$ cat src/rtl/mem_wb_stage.sv
// Memory / write-back pipeline stage: issues one dcache access per instruction,
// shapes load data, selects the write-back value and owns a small bank of CSRs.
module mem_wb_stage #(
  parameter int          CSR_COUNT = 1,
  parameter logic [11:0] CSR_BASE  = 12'h51E,
  parameter int          MAX_WAIT  = 255
) (
  input  logic                    clk,
  input  logic                    reset,
  input  logic                    in_valid,
  output logic                    in_ready,
  input  logic [31:0]             in_inst,
  input  logic [31:0]             in_pc,
  input  logic [31:0]             in_alu,
  input  logic [31:0]             in_store_data,
  input  logic [31:0]             in_rs1,
  output logic                    out_valid,
  output logic                    out_wb_en,
  output logic [4:0]              out_rd,
  output logic [31:0]             out_wb_data,
  output logic                    out_misalign,
  output logic                    out_timeout,
  output logic [32*CSR_COUNT-1:0] csr_out,
  output logic                    dcache_req_valid,
  input  logic                    dcache_req_ready,
  output logic [31:0]             dcache_addr,
  output logic [3:0]              dcache_we,
  output logic                    dcache_re,
  output logic [31:0]             dcache_din,
  input  logic                    dcache_resp_valid,
  input  logic [31:0]             dcache_dout
);
  localparam logic [6:0]  OP_LOAD   = 7'b0000011;
  localparam logic [6:0]  OP_STORE  = 7'b0100011;
  localparam logic [6:0]  OP_JAL    = 7'b1101111;
  localparam logic [6:0]  OP_JALR   = 7'b1100111;
  localparam logic [6:0]  OP_SYSTEM = 7'b1110011;
  localparam logic [6:0]  OP_OP     = 7'b0110011;
  localparam logic [6:0]  OP_IMM    = 7'b0010011;
  localparam logic [6:0]  OP_LUI    = 7'b0110111;
  localparam logic [6:0]  OP_AUIPC  = 7'b0010111;
  localparam logic [7:0]  WAIT_LAST = 8'(MAX_WAIT - 1);

  typedef enum logic [1:0] {IDLE, REQ, WAIT, DONE} state_t;
  state_t state_reg, state_next;

  logic [31:0] inst_reg, rs1_reg;
  logic [1:0]  addr_lo_reg;
  logic [7:0]  wait_cnt_reg;
  logic [31:0] out_wb_data_reg, dcache_addr_reg, dcache_din_reg;
  logic        out_wb_en_reg, out_misalign_reg, out_timeout_reg, dcache_re_reg;
  logic [3:0]  dcache_we_reg;

  // Decode of the instruction being offered, used only at the acceptance edge.
  logic [6:0]  acc_op;
  logic [2:0]  acc_f3;
  logic        acc_load, acc_store, acc_mem, acc_misalign, acc_writes_rd, acc_csrrw, acc_wb_en;
  logic [11:0] acc_csr_off;
  logic [31:0] acc_csr_prior, acc_wb_data, acc_din;
  logic [3:0]  acc_we;

  always_comb begin
    acc_op        = in_inst[6:0];
    acc_f3        = in_inst[14:12];
    acc_load      = (acc_op == OP_LOAD);
    acc_store     = (acc_op == OP_STORE);
    acc_mem       = acc_load | acc_store;
    acc_misalign  = acc_mem && ((acc_f3[1:0] == 2'b01 && in_alu[0]) ||
                                (acc_f3[1:0] == 2'b10 && in_alu[1:0] != 2'b00));
    acc_csrrw     = (acc_op == OP_SYSTEM) && (acc_f3[1:0] == 2'b01);
    acc_writes_rd = (acc_op inside {OP_LUI, OP_AUIPC, OP_JAL, OP_JALR, OP_OP, OP_IMM, OP_LOAD}) ||
                    (acc_op == OP_SYSTEM && acc_f3 != 3'b000);
    // Wrapping subtraction folds both out-of-range sides into "no index matches".
    acc_csr_off   = in_inst[31:20] - CSR_BASE;
    acc_csr_prior = '0;
    for (int i = 0; i < CSR_COUNT; i++) begin
      if (acc_csr_off == 12'(i)) acc_csr_prior = csr_out[32*i +: 32];
    end
    if (acc_op == OP_JAL || acc_op == OP_JALR) acc_wb_data = in_pc + 32'd4;
    else if (acc_csrrw)                        acc_wb_data = acc_csr_prior;
    else                                       acc_wb_data = in_alu;
    acc_wb_en = acc_writes_rd && (in_inst[11:7] != 5'd0) && !acc_misalign;
    case (acc_f3[1:0])
      2'b00:   acc_we = 4'b0001 << in_alu[1:0];
      2'b01:   acc_we = 4'b0011 << in_alu[1:0];
      default: acc_we = 4'b1111;
    endcase
    acc_din = in_store_data << {in_alu[1:0], 3'b000};
  end

  logic [31:0] ld_shift, ld_data;
  always_comb begin
    ld_shift = dcache_dout >> {addr_lo_reg, 3'b000};
    case (inst_reg[14:12])
      3'b000:  ld_data = {{24{ld_shift[7]}}, ld_shift[7:0]};
      3'b001:  ld_data = {{16{ld_shift[15]}}, ld_shift[15:0]};
      3'b100:  ld_data = {24'b0, ld_shift[7:0]};
      3'b101:  ld_data = {16'b0, ld_shift[15:0]};
      default: ld_data = ld_shift;
    endcase
  end

  always_ff @(posedge clk or negedge reset) begin
    if (!reset) state_reg <= IDLE;
    else        state_reg <= state_next;
  end

  always_comb begin
    state_next = state_reg;
    case (state_reg)
      IDLE: if (in_valid) state_next = (acc_mem && !acc_misalign) ? REQ : DONE;
      REQ:  if (dcache_req_ready) state_next = (inst_reg[6:0] == OP_STORE) ? DONE : WAIT;
      WAIT: if (dcache_resp_valid || wait_cnt_reg == WAIT_LAST) state_next = DONE;
      DONE: state_next = IDLE;
      default: state_next = IDLE;
    endcase
  end

  always_ff @(posedge clk or negedge reset) begin
    if (!reset) begin
      inst_reg         <= '0;
      rs1_reg          <= '0;
      addr_lo_reg      <= '0;
      wait_cnt_reg     <= '0;
      out_wb_data_reg  <= '0;
      out_wb_en_reg    <= 1'b0;
      out_misalign_reg <= 1'b0;
      out_timeout_reg  <= 1'b0;
      dcache_addr_reg  <= '0;
      dcache_din_reg   <= '0;
      dcache_we_reg    <= '0;
      dcache_re_reg    <= 1'b0;
    end else begin
      case (state_reg)
        IDLE: if (in_valid) begin
          inst_reg    <= in_inst;
          rs1_reg     <= in_rs1;
          addr_lo_reg <= in_alu[1:0];
          if (acc_mem && !acc_misalign) begin
            dcache_addr_reg <= {in_alu[31:2], 2'b00};
            dcache_din_reg  <= acc_din;
            dcache_we_reg   <= acc_store ? acc_we : 4'b0000;
            dcache_re_reg   <= acc_load;
          end else begin
            out_wb_data_reg  <= acc_wb_data;
            out_wb_en_reg    <= acc_wb_en;
            out_misalign_reg <= acc_misalign;
          end
        end
        REQ: if (dcache_req_ready) begin
          dcache_we_reg <= '0;
          dcache_re_reg <= 1'b0;
          wait_cnt_reg  <= '0;
        end
        WAIT: begin
          // A response in the final wait cycle takes priority over the timeout.
          if (dcache_resp_valid) begin
            out_wb_data_reg <= ld_data;
            out_wb_en_reg   <= (inst_reg[11:7] != 5'd0);
          end else if (wait_cnt_reg == WAIT_LAST) begin
            out_timeout_reg <= 1'b1;
            out_wb_data_reg <= '0;
          end else begin
            wait_cnt_reg <= wait_cnt_reg + 8'd1;
          end
        end
        DONE: begin
          out_wb_en_reg    <= 1'b0;
          out_misalign_reg <= 1'b0;
          out_timeout_reg  <= 1'b0;
        end
        default: ;
      endcase
    end
  end

  // CSR write lands on the edge leaving DONE, so DONE still shows the prior value.
  logic        done_csrrw;
  logic [11:0] done_csr_off;
  assign done_csrrw   = (state_reg == DONE) && (inst_reg[6:0] == OP_SYSTEM) && (inst_reg[13:12] == 2'b01);
  assign done_csr_off = inst_reg[31:20] - CSR_BASE;

  generate
    for (genvar gi = 0; gi < CSR_COUNT; gi++) begin : g_csr
      logic [31:0] csr_reg;
      always_ff @(posedge clk or negedge reset) begin
        if (!reset) csr_reg <= '0;
        else if (done_csrrw && done_csr_off == 12'(gi))
          csr_reg <= inst_reg[14] ? {27'b0, inst_reg[19:15]} : rs1_reg;
      end
      assign csr_out[32*gi +: 32] = csr_reg;
    end
  endgenerate

  assign in_ready         = (state_reg == IDLE);
  assign out_valid        = (state_reg == DONE);
  assign dcache_req_valid = (state_reg == REQ);
  assign out_wb_en        = out_wb_en_reg;
  assign out_rd           = inst_reg[11:7];
  assign out_wb_data      = out_wb_data_reg;
  assign out_misalign     = out_misalign_reg;
  assign out_timeout      = out_timeout_reg;
  assign dcache_addr      = dcache_addr_reg;
  assign dcache_we        = dcache_we_reg;
  assign dcache_re        = dcache_re_reg;
  assign dcache_din       = dcache_din_reg;
endmodule

$ cat config.mk
export PLATFORM = sky130hd
export DESIGN_NAME = mem_wb_stage
export DESIGN_NICKNAME = d
export VERILOG_FILES = /design/src/rtl/mem_wb_stage.sv
export SDC_FILE = /design/constraint.sdc
export NUM_CORES = 1
export LEC_CHECK = 0
export ABC_CLOCK_PERIOD_IN_PS = 4500
export CORE_MARGIN = 4
export CORE_UTILIZATION = 25
export DETAILED_ROUTE_END_ITERATION = 6
export PLACE_DENSITY_LB_ADDON = 0.3
export SYNTH_ARGS = -nofsm -noshare
export SYNTH_HDL_FRONTEND = slang
export SYNTH_SLANG_ARGS = --single-unit
$ cat constraint.sdc
create_clock -name clk -period 4.5 [get_ports clk]
set_clock_uncertainty 0.2 [all_clocks]
set_input_delay 0.9 -clock clk [delete_from_list [all_inputs] [get_ports clk]]
set_output_delay 0.9 -clock clk [all_outputs]
set_load 0.01 [all_outputs]
==> impl_metrics.py, run 1 <==
metrics = {
    "sta": {
        "rsz0062_at_grt": "false",
        "worst-slew-pin-transition_ns": 1.05,
        "relSlewSlack": 0.303,
        "fin_crit_sh": 0.752,
        "finalSetupViolCount": 0,
        "timing.hold.ws_ns": 0.210,
        "final_hold_viol_count": 0,
        "slew_viol_final": 0,
        "period_needed_ns": 3.38,
        "max_freq_mhz": 295,
        "setup-tns-final_ns": 0,
    },
    "drt": {
        "drcViolationCount": 0,
        "initialDrtViolationCount": 842,
        "vias": 9998,
        "drt-total-wl_um": 46600,
        "drt-pass1-iter-count": 5,
        "wl_per_cell_um": 22.9,
        "via_per_inst": 4.92,
        "ant_nets": 0,
    },
    "floorplan": {
        "die_w_um": 220,
        "coreArea_um2": 44300,
        "die_h_um": 220,
        "die-area_um2": 48400,
        "io-pin-count": 341,
        "start_util": 0.254,
        "num_rows": 77,
    },
    "grt": {
        "grt.met1_usage": 0.268,
        "grt_use_total": 0.186,
        "antenna_found_initial": 6,
        "gr-usage-met3": 0.0382,
        "top_usage_layer": "met2",
        "overflow": 0,
        "grt_pass1_vias": 10133,
        "grt_max_degree": 108,
        "grt_pass1_wl_um": 68000,
        "met2_usage": 0.285,
    },
    "logic_synthesis": {
        "ys_seq_elements": 210,
        "netlist_area_um2": 11200,
        "netlist.area_leader.share": 0.467,
        "netlist_top_cells_area": "dfrtp_1 (47%), mux2_2 (12%), o21ai_0 (4.5%)",
        "synth_top_cell_by_area": "dfrtp_1",
        "synth_most_common_cell": "dfrtp_1",
        "synth_common_cells": "dfrtp_1 (210), mux2_2 (121), nand2_1 (111)",
        "synth_cells": 1111,
        "synthArstFlopShare": 1.00,
        "synth-edff-count": 0,
        "ys.flop_type": "dfrtp_1",
        "postSynthAreaPerCell_um2": 10.1,
        "ys_warn_count": 0,
        "synthDistinctLibCells": 72,
        "synth-seq-area-share": 0.467,
    },
    "setup_path": {
        "end_kind": "flop",
        "path_class": "in -> reg",
        "r2r_end": "out_wb_data[24]$_DFFE_PN0P_",
        "cp-startpoint": "in_inst[22]",
        "ff2ff_path_depth": 8,
        "rr_startpoint": "state_reg[0]$_DFFE_PN0P_",
        "cp-start-kind": "input pin",
        "critPathArrivalTime_ns": 3.66,
        "timing.reg2reg.setup_slack_ns": 1.38,
        "crit_required_ns": 4.78,
        "critPathMaxFanout": 32,
        "crit_path_end": "out_wb_data[27]$_DFFE_PN0P_",
    },
    "outcome": {
        "status": "complete, no violations",
    },
    "clock_tree": {
        "cts.hold.buffers_added": 0,
        "post-cts-setup-buffers": 0,
        "root_buffer": "clkbuf_16",
        "cts_tree": "done",
        "cts_made_buffers": 27,
        "clk_latency_ns": 0.57,
        "clockBufferDepth": 3,
        "cts-resized-gates": 0,
        "clk_pin_slew_ns": 0.06,
        "cts.sinks": 210,
        "htree_num_levels": 1,
    },
    "pwr": {
        "max-vdd-ir-drop_mv": 0.313,
        "p_per_area_nw_per_um2": 504,
        "p_leak_uw": 0.00654,
        "total_power_uw": 8150,
    },
    "worst_hold_path": {
        "hp-class": "in -> async",
    },
    "placement": {
        "io_buffer_count": 338,
        "dp_hpwl_um": 35700,
        "globalplace.congestion": 0.972,
    },
    "finish": {
        "nets": 1625,
        "layout-drive-gt1-share": 0.147,
        "area_delta_synth_final_pct": 43.8,
    },
    "run": {
        "max-cap-violations": 0,
    },
}
worst max-delay path: stages:
cell             delay, ns
clkdlybuf4s50_1       0.55
ha_1                  0.25
and4bb_2              0.28
nand3_1               0.08
or4_4                 0.49
nor4b_4               0.27
buf_4                 0.43
a221oi_1              0.18
o22ai_1               0.20
routing by layer:
| layer | part of all wire | vias up |
|---|---|---|
| li1 | - | 4675 |
| met5 | 0.00081 | - |
| met1 | 0.46 | 4923 |
| met2 | 0.45 | 329 |
| met4 | 0.026 | 6 |
| met3 | 0.060 | 65 |
stage by stage:
stage | area (um^2) | setup slack [ns] | util | cells
5_1_grt | 16200 | 0.986 | 0.365 | 2031
3_3_place_gp | 15200 | 0.587 | 0.344 | 1982
6_report | 16200 | 1.12 | 0.365 | 2033
3_5_place_dp | 15200 | 0.533 | 0.344 | 1982
2_1_floorplan | 11300 | 1.43 | - | 1112
4_1_cts | 16200 | 1.12 | 0.365 | 2029
layout by cell type (no fill, tap or decap), types with 7 or more instances in the layout:
cell type and n:
clkdlybuf4s50_1 337, dfrtp_1 210, mux2_2 121, nand2_1 110
o21ai_0 102, nor2_1 64, a21oi_1 52, mux2i_1 33
nand2b_1 31, clkbuf_16 27, a221oi_1 26, o22ai_1 26
xnor2_1 22, a211oi_1 21, buf_4 20, nand3_1 19
nor3_1 17, nor2b_1 16, nand4_1 15, inv_1 11
o31ai_1 11, ha_1 9, and2_1 8, clkbuf_8 8
xor2_1 7
report_power, final:
| group | internal (uW) | total (uW) | switching [uW] |
|---|---|---|---|
| registers | 2410 | 2780 | 373 |
| clock network | 1400 | 2280 | 875 |
| logic | 1500 | 3100 | 1600 |
| total | 5300 | 8150 | 2850 |
kinds of logic after synthesis:
family	synth area share
xor+xnor	0.0226
other cells	0.000333
simple gates	0.152
buf+inv	0.0389
fa+ha+maj	0.0100
flops	0.467
compound gates	0.159
mux	0.151
final cells by class:
type | instances | area (um^2)
Tap cell | 592 | 741
Clock buffer | 37 | 793
Inverter | 11 | 41.3
Timing Repair Buffer | 360 | 3580
Antenna cell | 4 | 10.0
Fill cell | 4491 | 28100
Sequential cell | 210 | 5260
Multi-Input combinational cell | 809 | 5610
Clock inverter | 10 | 148
how the worst min path moves through the flow:
stage	startpoint	cells past startpoint	slack (ns)	end
global route	reset	1	0.27	dcache_din[30]$_DFFE_PN0P_
global placement	dcache_din[9]$_DFFE_PN0P_	2	0.26	dcache_din[9]$_DFFE_PN0P_
detailed placement	dcache_din[13]$_DFFE_PN0P_	2	0.27	dcache_din[13]$_DFFE_PN0P_
floorplan	wait_cnt_reg[5]$_DFFE_PN0P_	1	0.27	wait_cnt_reg[5]$_DFFE_PN0P_
finish	reset	1	0.21	dcache_din[30]$_DFFE_PN0P_
CTS	reset	1	0.26	dcache_din[30]$_DFFE_PN0P_
Note: power is estimated with default switching activity, not from simulation.
==> run 2, diff against run 1 <==
--- a/config.mk
+++ b/config.mk
@@ -5,7 +5,7 @@
 export SDC_FILE = /design/constraint.sdc
 export NUM_CORES = 1
 export LEC_CHECK = 0
-export ABC_CLOCK_PERIOD_IN_PS = 4500
+export ABC_CLOCK_PERIOD_IN_PS = 3400
 export CORE_MARGIN = 4
 export CORE_UTILIZATION = 25
 export DETAILED_ROUTE_END_ITERATION = 6
==> constraint.sdc (replaced) <==
create_clock -name clk -period 3.4 [get_ports clk]
set_clock_uncertainty 0.2 [all_clocks]
set_input_delay 0.68 -clock clk [delete_from_list [all_inputs] [get_ports clk]]
set_output_delay 0.68 -clock clk [all_outputs]
set_load 0.01 [all_outputs]
==> impl_metrics.py, run 2 (synthesis results as in run 1) <==
metrics = {
    "sta": {
        "worst-slew-pin-transition_ns": 0.832,
        "rsz0062_at_grt": "false",
        "fin_crit_sh": 0.908,
        "slew_viol_final": 0,
        "period_needed_ns": 3.09,
        "finalSetupViolCount": 0,
        "relSlewSlack": 0.443,
        "setup-tns-final_ns": 0,
        "final_hold_viol_count": 0,
        "max_freq_mhz": 324,
    },
    "clock_tree": {
        "cts_made_buffers": 28,
        "clockBufferDepth": 3,
        "cts.hold.buffers_added": 1,
        "htree_num_levels": 1,
        "clk_latency_ns": 0.57,
        "root_buffer": "clkbuf_16",
        "post-cts-setup-buffers": 0,
        "cts.sinks": 210,
        "clk_pin_slew_ns": 0.05,
        "cts-resized-gates": 0,
        "cts_tree": "done",
    },
    "floorplan": {
        "coreArea_um2": 44300,
        "io-pin-count": 341,
        "die-area_um2": 48400,
        "die_w_um": 220,
        "die_h_um": 220,
        "num_rows": 77,
        "start_util": 0.254,
    },
    "placement": {
        "dpl-instance-area_um2": 15500,
        "io_buffer_count": 338,
        "dp_cells": 2008,
        "globalplace.congestion": 0.969,
        "dp_hpwl_um": 35900,
    },
    "outcome": {
        "status": "complete, no violations",
    },
    "setup_path": {
        "crit_cells": 3,
        "critPathArrivalTime_ns": 2.21,
        "crit_required_ns": 2.52,
        "end_kind": "output pin",
        "cpLargestDelayFamily": "buffers and inverters",
        "critPathMaxFanout": 10,
        "crit_buf_inv": 2,
        "ff2ff_path_depth": 8,
        "cp_slowest_cell": "clkdlybuf4s50_1",
        "crit_chain": "inv_1 -> ha_1 -> clkdlybuf4s50_1",
        "path_class": "reg -> out",
        "crit_path_max_incr_delay_ns": 0.69,
        "cp-start-kind": "flop",
    },
    "drt": {
        "via_per_inst": 4.90,
        "wl_per_cell_um": 22.6,
        "drcViolationCount": 0,
        "drt-pass1-iter-count": 6,
        "vias": 10094,
        "drt-total-wl_um": 46500,
        "ant_nets": 0,
        "initialDrtViolationCount": 717,
    },
    "pwr": {
        "max-vdd-ir-drop_mv": 0.320,
        "p_leak_uw": 0.00670,
        "p_per_area_nw_per_um2": 668,
        "total_power_uw": 11000,
    },
    "finish": {
        "fin_cells": 2061,
        "final_cell_area_um2": 16500,
        "layout-drive-gt1-share": 0.162,
        "area_delta_synth_final_pct": 46.3,
        "nets": 1653,
        "final_common_cell": "clkdlybuf4s50_1",
        "n_fill_cell": 4481,
        "final_cell_mix": "clkdlybuf4s50_1 (337), dfrtp_1 (210), mux2_2 (121), nand2_1 (110), o21ai_0 (102)",
    },
    "grt": {
        "grt_pass1_wl_um": 67000,
        "grt_pass1_vias": 10120,
        "overflow": 0,
        "grt_max_degree": 70,
        "antenna_found_initial": 8,
        "grt_use_total": 0.184,
    },
    "worst_hold_path": {
        "hp-class": "reg -> reg",
        "hold_path_depth": 2,
    },
    "run": {
        "max-cap-violations": 0,
    },
}
-- run 2: worst register-to-register path, cell delays in order, from the launching register on --
cell and delay [ns]:
dfrtp_1 0.43, inv_1 0.10, ha_1 0.62, and2_1 0.27, nand3b_1 0.32, nor2_1 0.50
a211oi_1 0.15, buf_4 0.18, o22ai_1 0.13
-- run 2: routing by layer --
metal  routed length [um]  up-vias  track usage
met2                20500      325        0.276
li1                     -     4735            -
met5                   37        -            0
met4                 1690        6       0.0618
met1                20800     4940        0.256
met3                 3460       88       0.0503
-- run 2: path summary, 6_finish.rpt --
kind                                                 start                          end  slack [ns]
worst max-delay path              state_reg[0]$_DFFE_PN0P_                     in_ready        0.31
worst min-delay path            dcache_din[10]$_DFFE_PN0P_   dcache_din[10]$_DFFE_PN0P_        0.27
worst max register to register    state_reg[0]$_DFFE_PN0P_  out_wb_data[31]$_DFFE_PN0P_        0.44
worst min register to register  dcache_din[10]$_DFFE_PN0P_   dcache_din[10]$_DFFE_PN0P_        0.27
max in group asynchronous                            reset  out_wb_data[28]$_DFFE_PN0P_        1.71
min in group asynchronous                            reset   dcache_din[29]$_DFFE_PN0P_        0.48
-- run 2: power by group --
part / switching, uW / total, uW / internal (uW)
clock network: 1180 / 3060 / 1880
logic: 2170 / 4270 / 2090
registers: 472 / 3660 / 3190
total: 3830 / 11000 / 7160
-- run 2: layout make-up --
type                            instances  area (um^2)  area share
Clock buffer                           38          808      0.0491
Timing Repair Buffer                  387         3850       0.234
Sequential cell                       210         5260       0.319
Multi-Input combinational cell        809         5610       0.341
Clock inverter                         10          145     0.00882
Tap cell                              592          741      0.0450
Antenna cell                            4         10.0    0.000608
Inverter                               11         41.3     0.00251
-- run 2: through the flow --
step / util / setup WS (ns) / hold WS (ns)
final: 0.371 / 0.313 / 0.275
after global routing: 0.371 / 0.185 / 0.300
after CTS: 0.371 / 0.274 / 0.282
after detailed placement: 0.349 / -0.116 / 0.270
after global placement: 0.349 / -0.0809 / 0.266
after floorplan: - / 0.547 / 0.184
